[src/rtl/muldiv_seq_pkg.sv]
// Shared encodings and constants for the HI/LO multiply/divide sequencer.
package muldiv_seq_pkg;

  typedef enum logic [1:0] {
    OP_MULT  = 2'b00,
    OP_MULTU = 2'b01,
    OP_DIV   = 2'b10,
    OP_DIVU  = 2'b11
  } op_e;

  typedef enum logic [2:0] {
    ST_IDLE  = 3'd0,
    ST_PREP  = 3'd1,
    ST_CALC  = 3'd2,
    ST_FIXUP = 3'd3,
    ST_DONE  = 3'd4
  } state_e;

  localparam int unsigned MaxDw = 64;
  // Sliced to the operand width by the user.
  localparam logic [MaxDw-1:0] DIV0_LO = '1;

  function automatic logic op_is_signed(op_e op);
    return (op == OP_MULT) || (op == OP_DIV);
  endfunction

  function automatic logic op_is_div(op_e op);
    return (op == OP_DIV) || (op == OP_DIVU);
  endfunction

endpackage

[src/rtl/muldiv_step.sv]
// One iteration of the unsigned datapath: shift-add multiply or restoring divide.
module muldiv_step #(
  parameter int unsigned DW = 32
) (
  input  logic          div_i,
  input  logic [DW-1:0] hi_i,
  input  logic [DW-1:0] lo_i,
  input  logic [DW-1:0] opnd_i,
  output logic [DW-1:0] hi_o,
  output logic [DW-1:0] lo_o
);

  logic [DW:0]   sum;
  logic [DW:0]   shifted;
  logic [DW-1:0] sub;
  logic          ge;

  always_comb begin
    // Multiply: {hi,lo} holds {partial product, remaining multiplier bits}.
    sum     = {1'b0, hi_i} + (lo_i[0] ? {1'b0, opnd_i} : '0);
    // Divide: hi is the partial remainder, lo shifts the dividend out / quotient in.
    shifted = {hi_i, lo_i[DW-1]};
    sub     = shifted[DW-1:0] - opnd_i;
    ge      = shifted >= {1'b0, opnd_i};
    if (div_i) begin
      hi_o = ge ? sub : shifted[DW-1:0];
      lo_o = {lo_i[DW-2:0], ge};
    end else begin
      hi_o = sum[DW:1];
      lo_o = {sum[0], lo_i[DW-1:1]};
    end
  end

endmodule

[src/rtl/muldiv_seq.sv]
// Multi-cycle MIPS multiply/divide unit owning HI/LO; iterates on magnitudes and
// sign-corrects in FIXUP.
module muldiv_seq
  import muldiv_seq_pkg::*;
#(
  parameter int unsigned DW = 32
) (
  input  logic          clk,
  input  logic          reset,
  input  logic          start,
  input  logic [1:0]    op,
  input  logic [DW-1:0] a,
  input  logic [DW-1:0] b,
  input  logic          cancel,
  input  logic          mthi,
  input  logic          mtlo,
  input  logic [DW-1:0] wdata,
  output logic          busy,
  output logic          done,
  output logic [DW-1:0] hi,
  output logic [DW-1:0] lo
);

  localparam int unsigned CntW = (DW > 1) ? $clog2(DW) : 1;
  localparam logic [CntW-1:0] CntLast = CntW'(DW - 1);

  state_e        state_q, state_d;
  op_e           op_q, op_d;
  logic [DW-1:0] a_q, a_d, b_q, b_d;
  logic [DW-1:0] acc_hi_q, acc_hi_d, acc_lo_q, acc_lo_d, opnd_q, opnd_d;
  logic [CntW-1:0] cnt_q, cnt_d;
  logic          neg_q, neg_d, rem_neg_q, rem_neg_d, div0_q, div0_d;
  logic [DW-1:0] hi_q, hi_d, lo_q, lo_d;

  logic [DW-1:0]   step_hi, step_lo;
  logic [DW-1:0]   mag_a, mag_b;
  logic [2*DW-1:0] prod;
  logic            is_signed, is_div;

  muldiv_step #(
    .DW (DW)
  ) u_step (
    .div_i  (is_div),
    .hi_i   (acc_hi_q),
    .lo_i   (acc_lo_q),
    .opnd_i (opnd_q),
    .hi_o   (step_hi),
    .lo_o   (step_lo)
  );

  always_comb begin
    is_signed = op_is_signed(op_q);
    is_div    = op_is_div(op_q);
    mag_a     = (is_signed && a_q[DW-1]) ? -a_q : a_q;
    mag_b     = (is_signed && b_q[DW-1]) ? -b_q : b_q;
    prod      = {acc_hi_q, acc_lo_q};
    if (neg_q) prod = -prod;
  end

  always_comb begin
    state_d   = state_q;
    op_d      = op_q;
    a_d       = a_q;
    b_d       = b_q;
    acc_hi_d  = acc_hi_q;
    acc_lo_d  = acc_lo_q;
    opnd_d    = opnd_q;
    cnt_d     = cnt_q;
    neg_d     = neg_q;
    rem_neg_d = rem_neg_q;
    div0_d    = div0_q;
    hi_d      = hi_q;
    lo_d      = lo_q;

    case (state_q)
      ST_IDLE, ST_DONE: begin
        // MT writes land even when an op launches in the same cycle.
        if (mthi) hi_d = wdata;
        if (mtlo) lo_d = wdata;
        state_d = ST_IDLE;
        if (start && !cancel) begin
          state_d = ST_PREP;
          op_d    = op_e'(op);
          a_d     = a;
          b_d     = b;
        end
      end
      ST_PREP: begin
        if (cancel) begin
          state_d = ST_IDLE;
        end else begin
          neg_d     = is_signed && (a_q[DW-1] ^ b_q[DW-1]);
          rem_neg_d = is_signed && a_q[DW-1];
          div0_d    = is_div && (b_q == '0);
          acc_hi_d  = '0;
          acc_lo_d  = is_div ? mag_a : mag_b;
          opnd_d    = is_div ? mag_b : mag_a;
          cnt_d     = '0;
          state_d   = (is_div && (b_q == '0)) ? ST_FIXUP : ST_CALC;
        end
      end
      ST_CALC: begin
        if (cancel) begin
          state_d = ST_IDLE;
        end else begin
          acc_hi_d = step_hi;
          acc_lo_d = step_lo;
          cnt_d    = cnt_q + 1'b1;
          if (cnt_q == CntLast) state_d = ST_FIXUP;
        end
      end
      ST_FIXUP: begin
        if (cancel) begin
          state_d = ST_IDLE;
        end else begin
          state_d = ST_DONE;
          if (div0_q) begin
            lo_d = DIV0_LO[DW-1:0];
            hi_d = a_q;
          end else if (is_div) begin
            lo_d = neg_q ? -acc_lo_q : acc_lo_q;
            hi_d = rem_neg_q ? -acc_hi_q : acc_hi_q;
          end else begin
            {hi_d, lo_d} = prod;
          end
        end
      end
      default: state_d = ST_IDLE;
    endcase
  end

  always_ff @(posedge clk or posedge reset) begin
    if (reset) begin
      state_q   <= ST_IDLE;
      op_q      <= OP_MULT;
      a_q       <= '0;
      b_q       <= '0;
      acc_hi_q  <= '0;
      acc_lo_q  <= '0;
      opnd_q    <= '0;
      cnt_q     <= '0;
      neg_q     <= 1'b0;
      rem_neg_q <= 1'b0;
      div0_q    <= 1'b0;
      hi_q      <= '0;
      lo_q      <= '0;
    end else begin
      state_q   <= state_d;
      op_q      <= op_d;
      a_q       <= a_d;
      b_q       <= b_d;
      acc_hi_q  <= acc_hi_d;
      acc_lo_q  <= acc_lo_d;
      opnd_q    <= opnd_d;
      cnt_q     <= cnt_d;
      neg_q     <= neg_d;
      rem_neg_q <= rem_neg_d;
      div0_q    <= div0_d;
      hi_q      <= hi_d;
      lo_q      <= lo_d;
    end
  end

  assign busy = (state_q == ST_PREP) || (state_q == ST_CALC) || (state_q == ST_FIXUP);
  assign done = (state_q == ST_DONE);
  assign hi   = hi_q;
  assign lo   = lo_q;

endmodule

[config.mk]
export PLATFORM = sky130hd
export DESIGN_NAME = muldiv_seq
export DESIGN_NICKNAME = d
export VERILOG_FILES = /design/src/rtl/muldiv_seq_pkg.sv /design/src/rtl/muldiv_step.sv /design/src/rtl/muldiv_seq.sv
export SDC_FILE = /design/constraint.sdc
export NUM_CORES = 1
export LEC_CHECK = 0
export BUFFER_PORTS_ARGS = -buffer_cell sky130_fd_sc_hd__buf_2
export CAP_MARGIN = 5
export CORE_UTILIZATION = 55
export DETAILED_ROUTE_END_ITERATION = 7
export PLACE_DENSITY = 0.87
export SLEW_MARGIN = 20
export SYNTH_ARGS = -nofsm -noshare
export SYNTH_HDL_FRONTEND = slang
export SYNTH_SLANG_ARGS = --single-unit
[constraint.sdc]
create_clock -name clk -period 9.2 [get_ports clk]
set_input_delay 0.92 -clock clk [delete_from_list [all_inputs] [get_ports clk]]
set_output_delay 0.92 -clock clk [all_outputs]
set_load 0.005 [all_outputs]
# After elaboration in Yosys (flattened, before gate mapping)
# Index checks and enable logic that the tools add are counted.
[op_classes] n_addsub=8 order_cmp=1 eq_ne=13 n_mux=37 bitwise=2 reduce_logical=21
[op_table] cell="$mux W32" count=22
[op_table] cell="$pmux W32 S2" count=4
[op_table] cell="$neg A32 Y32" count=4
[op_table] cell="$mux W64" count=1
[op_table] cell="$neg A64 Y64" count=1
[op_table] cell="$add A32 B33 Y33" count=1
[op_table] cell="$ge A33 B32 Y1" count=1
[op_table] cell="$logic_not A32 Y1" count=1
[op_table] cell="$sub A32 B32 Y32" count=1
[op_table] cell="$pmux W3 S4" count=1
[op_table] cell="$mux W5" count=2
[op_table] cell="$ne A2 B2 Y1 const B" count=5
[op_table] cell="$pmux W5 S2" count=1
[op_table] cell="$mux W3" count=3
[op_table] cell="$reduce_and A3 Y1" count=3
[op_table] cell="$eq A3 B2 Y1 const B" count=2
[op_table] cell="$add A5 B1 Y5 const B" count=1
[op_table] cell="$eq A5 B5 Y1 const B" count=1
[op_table] cell="$logic_and A1 B1 Y1" count=5
[op_table] cell="$eq A2 B2 Y1 const B" count=2
[op_table] cell="$logic_or A1 B1 Y1" count=4
[op_table] cell="$reduce_and A2 Y1" count=2
[op_table] cell="$reduce_bool A2 Y1" count=2
[op_table] cell="$eq A3 B1 Y1 const B" count=1
[op_table] cell="other kinds (10)" count=11
[totals] ff_bits=237 in_bits=104 out_inout_bits=66

# Depth between registers and ports, before layout
# Gate-level depths: netlist (run 1).
[logic_depth] word_depth=7 ltp_mapped=15 mapped_depth_nobuf=14

# Cells and area by module
# Synthesis (run 1) repeated with hierarchy kept, for this count alone.
[unflattened] hier_cells=2189 area_unflattened_um2=18615.4
[modules_own_cells] module="muldiv_seq" n_inst=1 cells_per_inst=1517 area_each_um2=13814.5 seq_area_each_um2=5930.7
[modules_own_cells] module="muldiv_step" n_inst=1 cells_per_inst=672 area_each_um2=4800.9 seq_area_each_um2=0.0

# Worst setup path before layout (run 1)
# Ideal clock, no wire load.
[synth_path] path_kind="reg2reg" start="register acc_hi_q[1]" end="register hi_q[22], in the netlist hi[22]" t_arrival_ns=3.176 required_ns=9.118 slack_ns=5.941 stages_incl_launch_ff=13 n_path_buf=0 period_less_slack_ns=3.259 cell_sequence="dfrtp_1 > inv_1 > ha_1 > or3b_1 > or3_4 > or3_4 > or2_4 > or4_4 > nand3_2 > o21ai_2 > a2111oi_1 > a21oi_1 > o22ai_1"
[synth_via] elab_chain_cells=6
[synth_rtl] item="from (decl)" line_no="muldiv_seq.sv:30" rtl="logic [DW-1:0] acc_hi_q, acc_hi_d, acc_lo_q, acc_lo_d, opnd_q, opnd_d;"
[synth_rtl] item="from (signal assigned)" line_no="muldiv_seq.sv:152" rtl="acc_hi_q <= acc_hi_d;"
[synth_rtl] item="$neg A64 Y64 or $neg A32 Y32 (tied branches)" line_no="muldiv_seq.sv:57, muldiv_seq.sv:122"
[synth_rtl] item="$mux W64 or $mux W32 (tied branches)" line_no="muldiv_seq.sv:57, muldiv_seq.sv:122"
[synth_rtl] item="$mux W32 (*)" line_no="muldiv_seq.sv:120" rtl="end else if (is_div) begin"
[synth_rtl] item="$mux W32 (*)" line_no="muldiv_seq.sv:117" rtl="if (div0_q) begin"
[synth_rtl] item="$mux W32 (*)" line_no="muldiv_seq.sv:113" rtl="if (cancel) begin"
[synth_rtl] item="$pmux W32 S2 (*)" line_no="muldiv_seq.sv:75" rtl="case (state_q)"
[synth_rtl] item="to (signal assigned)" line_no="muldiv_seq.sv:159" rtl="hi_q <= hi_d;"
[synth_rtl] item="to (decl)" line_no="muldiv_seq.sv:33" rtl="logic [DW-1:0] hi_q, hi_d, lo_q, lo_d;"
# Every way passes the cells marked *; elsewhere a longest branch is shown, timed or not. The select of a mux whose other input is x is not followed.
# A chain may end at the register's enable or synchronous reset.

# Final worst setup path (run 1)
[layout_path] start="register acc_lo_q[0]" end="register acc_hi_q[30]"
[layout_via] elab_chain_cells=5
[layout_rtl] item="from (decl)" line_no="muldiv_seq.sv:30"
[layout_rtl] item="from (signal assigned)" line_no="muldiv_seq.sv:153" rtl="acc_lo_q <= acc_lo_d;"
[layout_rtl] item="$mux W32" line_no="muldiv_step.sv:20" rtl="sum = {1'b0, hi_i} + (lo_i[0] ? {1'b0, opnd_i} : '0);"
[layout_rtl] item="$add A32 B33 Y33" line_no="muldiv_step.sv:20"
[layout_rtl] item="$mux W32" line_no="muldiv_step.sv:25" rtl="if (div_i) begin"
[layout_rtl] item="$mux W32" line_no="muldiv_seq.sv:103" rtl="if (cancel) begin"
[layout_rtl] item="$pmux W32 S2" line_no="muldiv_seq.sv:75"
# Every way passes these cells. The select of a mux whose other input is x is not followed.

==> results.toml, run 1 <==
[logic_synthesis]
synth_ff_type = "dfrtp_1"
synth.area.top_cells = "dfrtp_1, a21oi_1, o21ai_0"
synth.ff_latch_count = 237
syn_nets = 2283
synth_cells = 2107
async_flop_share = 1.000
avgSynthCellArea_sq_um = 8.239
synth_edf_count = 0
yosysWarningCount = 0
synthDistinctLibCells = 83
netlist_area_sq_um = 17360
synth_top_cell_by_area = "dfrtp_1"
synth_top_area_frac = 0.3416
yosysSeqAreaShare = 0.3416

[sta]
finClkSkew_ps = 12.25
finalCritPeriodShare = 0.5283
fin_crit_ps = 4861
rsz0062_at_grt = "no"
drv_slew = 0
worst_pin_slew_ps = 1180
whs_ps = 463.7
fin_tns_setup_ps = 0
hold_viol = 0
slew_headroom = 0.2089
max_freq_mhz = 205.7
setup_violations = 0

[cts]
clock-sinks = 237
cts_tree = "yes"
clk_latency_ps = 550
postCtsSetupBuffers = 0
clk_pin_slew_ps = 70
numCtsBuffers = 27
clock_tree.buffer_depth = 3
ctsResizeCount = 0
hold_buffers = 0
ctsRootBufferMaster = "clkbuf_16"
ctsHtreeMaxLevel = 1

[layout]
layout.nets = 2380
finalInstanceArea_sq_um = 19290
final_common_cell = "dfrtp_1"
drive_above_1_share = 0.1502
antennaDiodeCount = 0
area_growth_syn_to_layout_pct = 11.13
final_cell_mix = "dfrtp_1, nor2_1, a21oi_1"

[critical_path]
path_delay_family = "compound AO/OA/AOI/OAI gates"
crit_fanout = 32
crit_chain = "clkinv_1 > nor2_1 > ha_1 > o21ai_0 > nor2_1 > o311ai_0 > a311oi_1 > a31oi_1 > o2bb2ai_1 > a311oi_1 > o31a_1 > o21a_1 > o21ai_0"
critical-path-slowest-cell = "clkinv_1"
path_depth = 13
reg2reg_from = "acc_lo_q[0]"
r2r_cells = 13
crit_buf_inv = 1
worstPathArrival_ps = 5320
cp-start-kind = "flop"
path_class = "reg2reg"
worstSetupStartpoint = "acc_lo_q[0]"
required_ps = 9660
critPathMaxStageDelay_ps = 860
end_kind = "flop"

[global_routing]
gr-total-overflow = 0
grt_pass1_vias = 16540
grt_antenna_before_repair = 3
grt_max_degree = 95
track_usage = 0.3748
grt_first_pass_wirelength_mm = 94.81

[die]
fp.dieH_um = 179.7
core-area_sq_um = 30830
die_area_sq_um = 32280
row_count = 64
fp.dieW_um = 179.7
ios = 170
start_util = 0.5631

[detailed_routing]
first_pass_iters = 8
drtIter0Drc = 2196
drc_errors = 16
wl_per_cell_um = 23.28
viasPerCell = 6.691
drt_wl_total_mm = 60.97
vias = 17520
ant_nets = 0

[run_status]
status = "complete, but fails checks"
violations = "DRC"

[flow_run]
maxCapViolations = 0

[pwr]
finalPower_w = 0.006993
ir_worst_vdd_uv = 176.0
power_per_cell_area_nw_per_um2 = 362.5
power.leakage_nw = 8.462

[placed_design]
hpwl_mm = 45.34
gp_congestion = 1.008
place_area_sq_um = 18430
io_buffers = 169

[min_path]
min_path_type = "in2async"
## power breakdown
group	switching, W	internal, W
clock network	0.000458	0.000595
logic	0.00242	0.00160
registers	0.000560	0.00136
## cells by family (layout without fill, tap and decap cells)
family	count (synthesis)	in the layout	synth area share
AOI/OAI and AO/OA	678	678	0.2371
xor gates and xnor gates	170	170	0.08577
adders and majority gates	72	72	0.05276
buffers and inverters	183	299	0.04115
DFF	237	237	0.3416
muxes	101	101	0.06414
and+or+nand+nor	666	666	0.1774
## layout make-up
class | instances | area, sq um
clock buffer | 38 | 787.0
clock inverter | 10 | 66.31
fill | 2611 | 11540
inverter | 61 | 236.5
multi-input combinational | 1687 | 10760
sequential | 237 | 5936
tap | 396 | 495.5
timing repair buffer | 190 | 1007
## cell usage after synthesis, drive strengths merged, types with 6 or more instances
cell / count
o22ai: 34
a22oi: 12
inv: 60
and2: 8
a21o: 30
mux2: 62
nand3b: 7
a31oi: 17
a31o: 6
a21oi: 214
nand2: 200
xor2: 70
o41ai: 12
mux2i: 37
a221oi: 10
ha: 70
o31a: 11
xnor2: 100
o21ai: 203
o21a: 14
or3: 32
clkbuf: 106
a311oi: 7
o31ai: 22
nand2b: 21
nor2: 227
and3: 19
dfrtp: 237
nand3: 29
nor3: 55
nand4: 9
nor4: 17
nor2b: 12
buf: 15
o211ai: 24
or4: 12
o21bai: 6
a211oi: 19
## path summary, 6_finish.rpt
| kind | slack, ps | to |
|---|---|---|
| worst max-delay path | 4340 | acc_hi_q[30] |
| worst min-delay path | 460 | acc_hi_q[31] |
| worst max register to register | 4340 | acc_hi_q[30] |
| worst min register to register | 480 | lo[7] |
| max in group asynchronous | 7290 | op_q[1] |
| min in group clk | 480 | lo[7] |
## layer usage
metal  vias up  global-route usage  wire length [um]
met4         6              0.1900              3419
met3       231             0.08975              7462
met5         -                   0                37
met2      1201              0.5792             26530
li1       7805                   -                 -
met1      8280              0.4917             23520
## registers in the layout, indices dropped and copies added (netlist names), 3 cells and up
signal	flops
b_q	32
lo	32
acc_hi_q	32
acc_lo_q	32
state_q	3
a_q	32
opnd_q	32
hi	32
cnt_q	5
## metrics by stage
stage / cells / utilization / setup WS (ps)
CTS: 2619 / 0.6255 / 4682
finish: 2619 / 0.6258 / 4339
global placement: 2571 / 0.5978 / 4813
floorplan: 2107 / - / 1777
detailed placement: 2571 / 0.5978 / 4691
global route: 2619 / 0.6258 / 4108
Power figures use the tool's default switching activity.
==> run 2: changes to the inputs <==
--- a/config.mk
+++ b/config.mk
@@ -9,7 +9,7 @@
 export CAP_MARGIN = 5
 export CORE_UTILIZATION = 55
 export DETAILED_ROUTE_END_ITERATION = 7
-export PLACE_DENSITY = 0.87
+export PLACE_DENSITY = 0.9
 export SLEW_MARGIN = 20
 export SYNTH_ARGS = -nofsm -noshare
 export SYNTH_HDL_FRONTEND = slang
==> constraint.sdc (replaced) <==
create_clock -name clk -period 3.95 [get_ports clk]
set_input_delay 0.395 -clock clk [delete_from_list [all_inputs] [get_ports clk]]
set_output_delay 0.395 -clock clk [all_outputs]
set_load 0.005 [all_outputs]
==> run 2 against run 1 <==
The run still ends with DRC left. Final area grew 2.1%. Wire length grew 2.5%. Clock skew shrank 0.55 ps. Via count grew 1.3%. Power grew 140%. Fmax grew 30%. Final cell count grew 1.5%. First-iteration DRC count grew 22%. Hold slack lost 390 ps. Register-to-register slack lost 4100 ps. Worst setup slack lost 4100 ps. Die area is the same. Critical path type unchanged. Largest cell class unchanged. Largest power group unchanged.
==> results.toml, run 2 (same netlist as run 1, synthesis figures left out) <==
[critical_path]
cp-start-kind = "flop"
crit_chain = "or4_1 > nor4_1 > nand4_1 > buf_4 > nor2_1 > nor2_1 > a21oi_1 > xor2_1 > o211ai_1 > o21ai_0 > a21oi_1"
crit_buf_inv = 1
critical-path-slowest-cell = "or4_1"
critPathMaxStageDelay_ps = 600
path_delay_family = "simple AND/OR/NAND/NOR gates"
worstPathArrival_ps = 4140
crit_fanout = 6
required_ps = 4360
end_kind = "flop"
worstSetupStartpoint = "acc_lo_q[20]"
reg2reg_from = "acc_lo_q[20]"
path_class = "reg2reg"

[detailed_routing]
viasPerCell = 6.681
first_pass_iters = 8
drt_wl_total_mm = 62.52
drc_errors = 18
ant_nets = 0
wl_per_cell_um = 23.53
drtIter0Drc = 2669
vias = 17750

[global_routing]
track_usage = 0.3804
grt_first_pass_wirelength_mm = 96.00
grt_pass1_vias = 16720
grt.busiest_layer = "met2"
use_met1 = 0.4954
grt_antenna_before_repair = 0
grt_max_degree = 81
gr-total-overflow = 0
use_met2 = 0.5878
grt_use_met3 = 0.1104

[cts]
cts_tree = "yes"
ctsResizeCount = 0
clk_latency_ps = 540
clock-sinks = 237
clk_pin_slew_ps = 60
postCtsSetupBuffers = 0
clock_tree.buffer_depth = 3
ctsRootBufferMaster = "clkbuf_16"
hold_buffers = 0
ctsHtreeMaxLevel = 1
numCtsBuffers = 26

[layout]
drive_above_1_share = 0.1645
antennaDiodeCount = 0
final_common_cell = "dfrtp_1"
fin_util = 0.6387
final_cell_mix = "dfrtp_1, nor2_1, a21oi_1"
area_growth_syn_to_layout_pct = 13.42
layout.nets = 2420

[sta]
worst_pin_slew_ps = 1066
hold_viol = 0
drv_slew = 0
rsz0062_at_grt = "no"
worst_slack_ps = 222.4
finClkSkew_ps = 11.70
finalCritPeriodShare = 0.9437
max_freq_mhz = 268.3
fin_tns_setup_ps = 0
fin_crit_ps = 3728
slew_headroom = 0.2896
setup_violations = 0

[die]
row_count = 64
core-area_sq_um = 30830
start_util = 0.5631
die_area_sq_um = 32280
ios = 170
fp.dieH_um = 179.7
fp.dieW_um = 179.7

[placed_design]
io_buffers = 169
hpwl_mm = 46.84
pre_cts_ws_ps = 311.6
gp_congestion = 1.078

[pwr]
power.leakage_nw = 8.701
power_per_cell_area_nw_per_um2 = 858.3
ir_worst_vdd_uv = 441.5

[run_status]
violations = "DRC"
status = "complete, but fails checks"

[flow_run]
maxCapViolations = 0

[min_path]
min_path_type = "in2async"
-- run 2: path summary, 6_finish.rpt --
check | endpoint | slack (ps) | cells after the start
max in group asynchronous | opnd_q[26] | 2920 | 3
worst min-delay path | lo[2] | 70 | 2
worst max register to register | hi[6] | 220 | 11
worst max-delay path | hi[6] | 220 | 11
min in group clk | op_q[1] | 70 | 3
worst min register to register | lo[10] | 480 | 2
-- run 2: per-stage QoR --
stage,cell area [sq um],total power [W],cells,hold WS [ps]
3_5_place_dp,18770,0.01380,2612,465.6
3_3_place_gp,18770,0.01360,2612,458.8
4_1_cts,19670,0.01649,2657,60.73
2_1_floorplan,17360,0.01078,2107,449.8
6_report,19690,0.01690,2657,71.38
5_1_grt,19690,0.01782,2657,77.97
-- run 2: cell type report --
| cell class | instances | area [sq um] |
|---|---|---|
| flip-flops and latches | 237 | 5936 |
| multi-input cells | 1687 | 10770 |
| clock inverters | 11 | 185.2 |
| clock buffers | 34 | 721.9 |
| repair buffers | 231 | 1349 |
| well taps | 396 | 495.5 |
| fillers | 2568 | 11140 |
| inverters | 61 | 232.7 |
-- run 2: metal layers --
metal  share of wire  up-vias
met5               0        -
met4           0.054        0
met3            0.13      243
met2            0.44     1197
met1            0.38     8422
li1                -     7889
-- run 2: power breakdown --
part | internal [W] | switching [W]
Combinational | 0.00396 | 0.00601
Sequential | 0.00317 | 0.00113
Clock | 0.00161 | 0.00103
Total | 0.00873 | 0.00817
